===== config.mk =====
export PLATFORM = sky130hd
export DESIGN_NAME = fast_pat_load
export DESIGN_NICKNAME = d
export VERILOG_FILES = /design/src/rtl/fast_pat_load.sv
export SDC_FILE = /design/constraint.sdc
export NUM_CORES = 2
export LEC_CHECK = 0
export ABC_AREA = 0
export CORE_MARGIN = 2
export CORE_UTILIZATION = 57
export DETAILED_ROUTE_END_ITERATION = 8
export PLACE_DENSITY = 0.76
export SYNTH_ARGS = -nofsm -noshare
export SYNTH_HDL_FRONTEND = slang
export SYNTH_SLANG_ARGS = --single-unit

===== constraint.sdc =====
create_clock -name clk -period 6.37 [get_ports clk]
set_input_delay 0.637 -clock clk [delete_from_list [all_inputs] [get_ports clk]]
set_output_delay 0.637 -clock clk [all_outputs]
set_load 0.005 [all_outputs]

===== src/rtl/fast_pat_load.sv =====
// Packs a 24-bit pixel stream into 256-bit memory words (32 pixels per 3 words) and
// publishes the frame via a header marker. Define FAST_PAT_LOAD_CLR_HDR_EN to clear the marker first.
module fast_pat_load #(
  parameter int unsigned FRAME_GROUPS = 60,
  parameter logic [10:0] BASE_ADDR    = 11'd1,
  parameter logic [10:0] HDR_ADDR     = 11'd0,
  parameter logic [7:0]  MARKER       = 8'h77
) (
  input  logic         clk,
  input  logic         rst_n,
  input  logic         load_start,
  input  logic         load_abort,
  input  logic         pix_valid,
  input  logic [23:0]  pix_data,
  output logic         pix_ready,
  output logic         load_busy,
  output logic         load_done,
  output logic         onchip_mem_chip_select,
  output logic         onchip_mem_chip_read,
  output logic         onchip_mem_write,
  output logic [10:0]  onchip_mem_addr,
  output logic [31:0]  onchip_mem_byte_enable,
  output logic [255:0] onchip_mem_write_data
);

  localparam logic [9:0] LastGroup = 10'(FRAME_GROUPS - 1);

  typedef enum logic [2:0] {
    StIdle   = 3'd0,
`ifdef FAST_PAT_LOAD_CLR_HDR_EN
    StClrHdr = 3'd1,
`endif
    StFill   = 3'd2,
    StWrite  = 3'd3,
    StWrHdr  = 3'd4,
    StDone   = 3'd5
  } state_e;

  state_e      state_q;
  logic [4:0]  pix_cnt_q;
  logic [9:0]  grp_cnt_q;
  logic [10:0] wr_addr_q;
  logic [1:0]  wr_word_q;
  // Pixel 0 of a group only feeds the first data word, which is issued on the same edge
  // the 32nd pixel arrives, so 31 pixels of shift register suffice.
  logic [743:0] pack_q;
  logic         accept;

  assign accept               = pix_valid & pix_ready;
  assign onchip_mem_chip_read = 1'b0;

  always_ff @(posedge clk or negedge rst_n) begin
    if (!rst_n) begin
      state_q                <= StIdle;
      pix_cnt_q              <= '0;
      grp_cnt_q              <= '0;
      wr_addr_q              <= '0;
      wr_word_q              <= '0;
      pack_q                 <= '0;
      pix_ready              <= 1'b0;
      load_busy              <= 1'b0;
      load_done              <= 1'b0;
      onchip_mem_chip_select <= 1'b0;
      onchip_mem_write       <= 1'b0;
      onchip_mem_addr        <= '0;
      onchip_mem_byte_enable <= '0;
      onchip_mem_write_data  <= '0;
    end else begin
      load_done              <= 1'b0;
      onchip_mem_chip_select <= 1'b0;
      onchip_mem_write       <= 1'b0;
      onchip_mem_addr        <= '0;
      onchip_mem_byte_enable <= '0;
      onchip_mem_write_data  <= '0;
      if (load_abort) begin
        state_q   <= StIdle;
        pix_cnt_q <= '0;
        grp_cnt_q <= '0;
        wr_addr_q <= '0;
        wr_word_q <= '0;
        pix_ready <= 1'b0;
        load_busy <= 1'b0;
      end else begin
        unique case (state_q)
          StIdle: begin
            if (load_start) begin
              pix_cnt_q <= '0;
              grp_cnt_q <= '0;
              wr_addr_q <= BASE_ADDR;
              wr_word_q <= '0;
              load_busy <= 1'b1;
`ifdef FAST_PAT_LOAD_CLR_HDR_EN
              state_q                <= StClrHdr;
              onchip_mem_chip_select <= 1'b1;
              onchip_mem_write       <= 1'b1;
              onchip_mem_addr        <= HDR_ADDR;
              onchip_mem_byte_enable <= 32'h0000_0001;
`else
              state_q   <= StFill;
              pix_ready <= 1'b1;
`endif
            end
          end
`ifdef FAST_PAT_LOAD_CLR_HDR_EN
          StClrHdr: begin
            state_q   <= StFill;
            pix_ready <= 1'b1;
          end
`endif
          StFill: begin
            if (accept) begin
              pack_q    <= {pack_q[719:0], pix_data};
              pix_cnt_q <= pix_cnt_q + 5'd1;
              if (pix_cnt_q == 5'd31) begin
                state_q                <= StWrite;
                pix_ready              <= 1'b0;
                wr_word_q              <= 2'd0;
                onchip_mem_chip_select <= 1'b1;
                onchip_mem_write       <= 1'b1;
                onchip_mem_addr        <= wr_addr_q;
                onchip_mem_byte_enable <= 32'hFFFF_FFFF;
                onchip_mem_write_data  <= pack_q[743:488];
              end
            end
          end
          StWrite: begin
            // wr_word_q names the word currently on the bus.
            if (wr_word_q == 2'd0) begin
              wr_word_q              <= 2'd1;
              onchip_mem_chip_select <= 1'b1;
              onchip_mem_write       <= 1'b1;
              onchip_mem_addr        <= wr_addr_q + 11'd1;
              onchip_mem_byte_enable <= 32'hFFFF_FFFF;
              onchip_mem_write_data  <= pack_q[511:256];
            end else if (wr_word_q == 2'd1) begin
              wr_word_q              <= 2'd2;
              onchip_mem_chip_select <= 1'b1;
              onchip_mem_write       <= 1'b1;
              onchip_mem_addr        <= wr_addr_q + 11'd2;
              onchip_mem_byte_enable <= 32'hFFFF_FFFF;
              onchip_mem_write_data  <= pack_q[255:0];
            end else if (grp_cnt_q == LastGroup) begin
              state_q                <= StWrHdr;
              onchip_mem_chip_select <= 1'b1;
              onchip_mem_write       <= 1'b1;
              onchip_mem_addr        <= HDR_ADDR;
              onchip_mem_byte_enable <= 32'h0000_0001;
              onchip_mem_write_data  <= {248'h0, MARKER};
            end else begin
              state_q   <= StFill;
              grp_cnt_q <= grp_cnt_q + 10'd1;
              wr_addr_q <= wr_addr_q + 11'd3;
              pix_ready <= 1'b1;
            end
          end
          StWrHdr: begin
            state_q   <= StDone;
            load_done <= 1'b1;
          end
          StDone: begin
            state_q   <= StIdle;
            load_busy <= 1'b0;
            pix_cnt_q <= '0;
            grp_cnt_q <= '0;
            wr_addr_q <= '0;
            wr_word_q <= '0;
          end
          default: begin
            state_q   <= StIdle;
            load_busy <= 1'b0;
            pix_ready <= 1'b0;
          end
        endcase
      end
    end
  end

endmodule


==> results.ini <==
[outcome]
run_status=finished clean

[timing]
fin_crit_ns=3.56
tightestPinTransition_ns=1.20
grt_setup_unrepaired=no
skew_ns=0.0373
setup_total_negative_slack_ns=0
max_clock_freq_mhz=281
maxSlewViolCount=0
timing.final.hold_violations=0
setup_violations=0
layout_worst_path_cycle_share_pct=55.9
timing.hold.ws_ns=0.0113
final.setup.worst_slack_ns=2.81
slew_headroom_pct=20.3

[synthesis]
seq_area_frac_synth_pct=63.1
synth_flop_cell=sky130_fd_sc_hd__dfrtp_1
syn_avg_cell_area_um2=14.8
leading_cell_type_by_number_of_instances_after_synthesis=sky130_fd_sc_hd__dfrtp_1
synth_async_sr_flop_share_pct=100
netlist_top_cells_area=sky130_fd_sc_hd__dfrtp_1 (63%), sky130_fd_sc_hd__mux2_2 (16%), sky130_fd_sc_hd__a222oi_1 (6.0%)
synth.top_cells.by_count=sky130_fd_sc_hd__dfrtp_1 (1,048), sky130_fd_sc_hd__mux2_2 (588), sky130_fd_sc_hd__nor2_1 (272), sky130_fd_sc_hd__a222oi_1 (250), sky130_fd_sc_hd__mux2_1 (161)
synth_edf_count=0
synth.ff_latch_count=1048
synth_fp_nets=2836
synthDominantCellAreaShare_pct=63.1
synth_cell_types=72
synthesis.instances=2800
yosysWarningCount=0
syn-cell-area_um2=41500
yosysTopAreaCell=sky130_fd_sc_hd__dfrtp_1

[cts]
cts.sink_count=1048
clk_transition_reported_paths_ns=0.06
cts_hold_repair.buffers=0
htreeDepth=3
cts.root.buffer_cell=sky130_fd_sc_hd__clkbuf_16
cts_buffer_depth=3
clock_latency_on_the_worst_skew_pair_ns=0.66
tritoncts_clock_tree=yes
cts_made_buffers=103
cts.repair_timing.setup_buffer_count=0
post_cts_resize_count=0

[power]
combPwrFrac_pct=8.0
power.net_switching_mw=3.70
post-layout-total-power_mw=14.9
p_leak_nw=22.6
peakVddDrop_mv=0.204
clock_power_share_pct=42.9
cell_internal_pwr_mw=11.2
seqPwrFrac_pct=49.2
power_density_nw_per_um2=308
sw_frac_of_total_pct=24.8

[worst_setup_path]
worst_path_largest_cell_delay_ns=0.84
crit_slowest_cell=sky130_fd_sc_hd__and4_4
worstPathRequired_ns=6.89
critical_path_peak_fanout=127
cpLargestDelayFamily=simple AND/OR/NAND/NOR gates
crit_path_start_kind=flop
critical_path.n_buffers_inverters=1
worstReg2RegStart=state_q[1]
cp-end-kind=flop
r2r.worst_path.cells=5
reg2reg_to=onchip_mem_write_data[216]
timing.reg2reg.setup_slack_ns=2.81
crit_path_cell_chain=nor2b_2 > and4_4 > buf_12 > a222oi_1 > nor2_1
timing.critical_path.from=state_q[1]
critical_path_arrival_ns=4.08
worstSetupPathType=flop to flop

[cells_and_area]
final_layout_size_suffix_gt1_share_pct=26.1
stdcell_count=4044
final_net_count=3046
final_util_pct=67.2
design_area_um2=48300
antenna-diode-count=0
areaGrowthSynthToFinish_pct=16.2

[job]
max_cap_violations=0

[drt]
postRouteAntennaNets=0
detail_route.iter0.violations=3681
via_per_inst=6.45
avgRoutedWirePerCell_um=28.5
wl_mm=115
detailroute.via_count=26081
drc=0
detail_route.first_pass.iterations=9

[global_routing]
vias_in_the_first_global_route=26201
grt_usage_pct=30.9
initial_antenna_violation_count=1
overflow=0
grt_start_max_net_pins=190
grt_pass1_wl_mm=172

[place]
placement.setup.worst_slack_ns=2.49
detailed_place_hpwl_mm=78.0
portBuffers=332
post-place-cells=3855
routabilityCongestion=0.901
postPlaceCellArea_um2=44700

[die]
floorplan.die.width_um=274
num_io_pins=334
area_of_the_die_um2=75100
std_cell_rows=98
fp.dieH_um=274
initial_core_utilization_pct=57.8
core_area_um2=71900

[hold_path]
min-delay-path-class=input port to asynchronous set/reset pin

## how the worst max path moves through the flow
stage	to	slack, ns	depth (start not counted)
floorplan	pack_q[715]	4.23	8
detailed placement	pack_q[75]	2.49	6
global route	onchip_mem_write_data[124]	2.76	5
CTS	onchip_mem_write_data[124]	2.96	5
global placement	pack_q[539]	2.60	6
finish	onchip_mem_write_data[216]	2.81	5
## cell usage in the layout (no fill, tap or decap), drive strengths merged, types with 4 or more instances in the layout
cell type,instances
and3,5
ha,7
inv,15
nand2b,8
or3,4
nand3,13
buf,29
clkinv,22
nor2,273
nand4,10
mux2i,5
o22ai,7
and4,5
o31ai,7
a222oi,250
a31oi,7
clkdlybuf4s50,331
nor3,10
or4,5
nand2,10
a211oi,4
clkbuf,145
o21ai,16
and2,6
a22oi,6
clkinvlp,5
dfrtp,1048
bufinv,12
mux2,749
a21oi,28
## power by group through the flow
stage          Combinational [mW]  Clock (mW)  Sequential [mW]
2_1_floorplan               0.927           0             7.20
3_3_place_gp                 1.15           0             7.40
3_5_place_dp                 1.18           0             7.40
4_1_cts                      1.19        6.45             7.29
5_1_grt                      1.29        6.74             7.33
6_report                     1.19        6.38             7.31
## area by class of cell
class | instances | area, um^2
Clock buffer | 145 | 3020
Fill cell | 4942 | 23600
Timing Repair Buffer | 360 | 3740
Tap cell | 950 | 1190
Inverter | 10 | 37.5
Clock inverter | 44 | 586
Sequential cell | 1048 | 26200
Multi-Input combinational cell | 1487 | 13500
## logic make-up after synthesis
family | after synthesis | synth area share (%)
flops | 1048 | 63.1
mux | 754 | 20.4
simple gates | 369 | 4.06
compound gates | 353 | 7.66
buf+inv | 265 | 4.45
fa+ha+maj | 7 | 0.211
xor+xnor | 3 | 0.0633
other cells | 1 | 0.00903
## flip-flops by register name, summed over array words and instances, names as in the netlist
| signal | cells |
|---|---|
| pack_q | 744 |
| onchip_mem_write_data | 256 |
| onchip_mem_addr | 11 |
| wr_addr_q | 11 |
| grp_cnt_q | 10 |
| pix_cnt_q | 5 |
| state_q | 3 |
| onchip_mem_byte_enable | 2 |
| wr_word_q | 2 |
| load_busy | 1 |
| load_done | 1 |
| onchip_mem_write | 1 |
| pix_ready | 1 |
## routing by layer
layer  up-vias  part of all wire (%)  global-route usage [%]
met5         -                     0                       0
met2      1298                    46                    46.0
li1      10835                     -                       -
met1     13759                    41                    44.1
met4         0                   4.7                    14.4
met3       189                   9.0                    6.33
## worst reg2reg max path: stages (launching register included)
cell,delay [ns]
sky130_fd_sc_hd__dfrtp_1,0.79
sky130_fd_sc_hd__nor2b_2,0.38
sky130_fd_sc_hd__and4_4,0.84
sky130_fd_sc_hd__buf_12,0.66
sky130_fd_sc_hd__a222oi_1,0.43
sky130_fd_sc_hd__nor2_1,0.32
No activity file was read; power rests on OpenSTA's default activity.
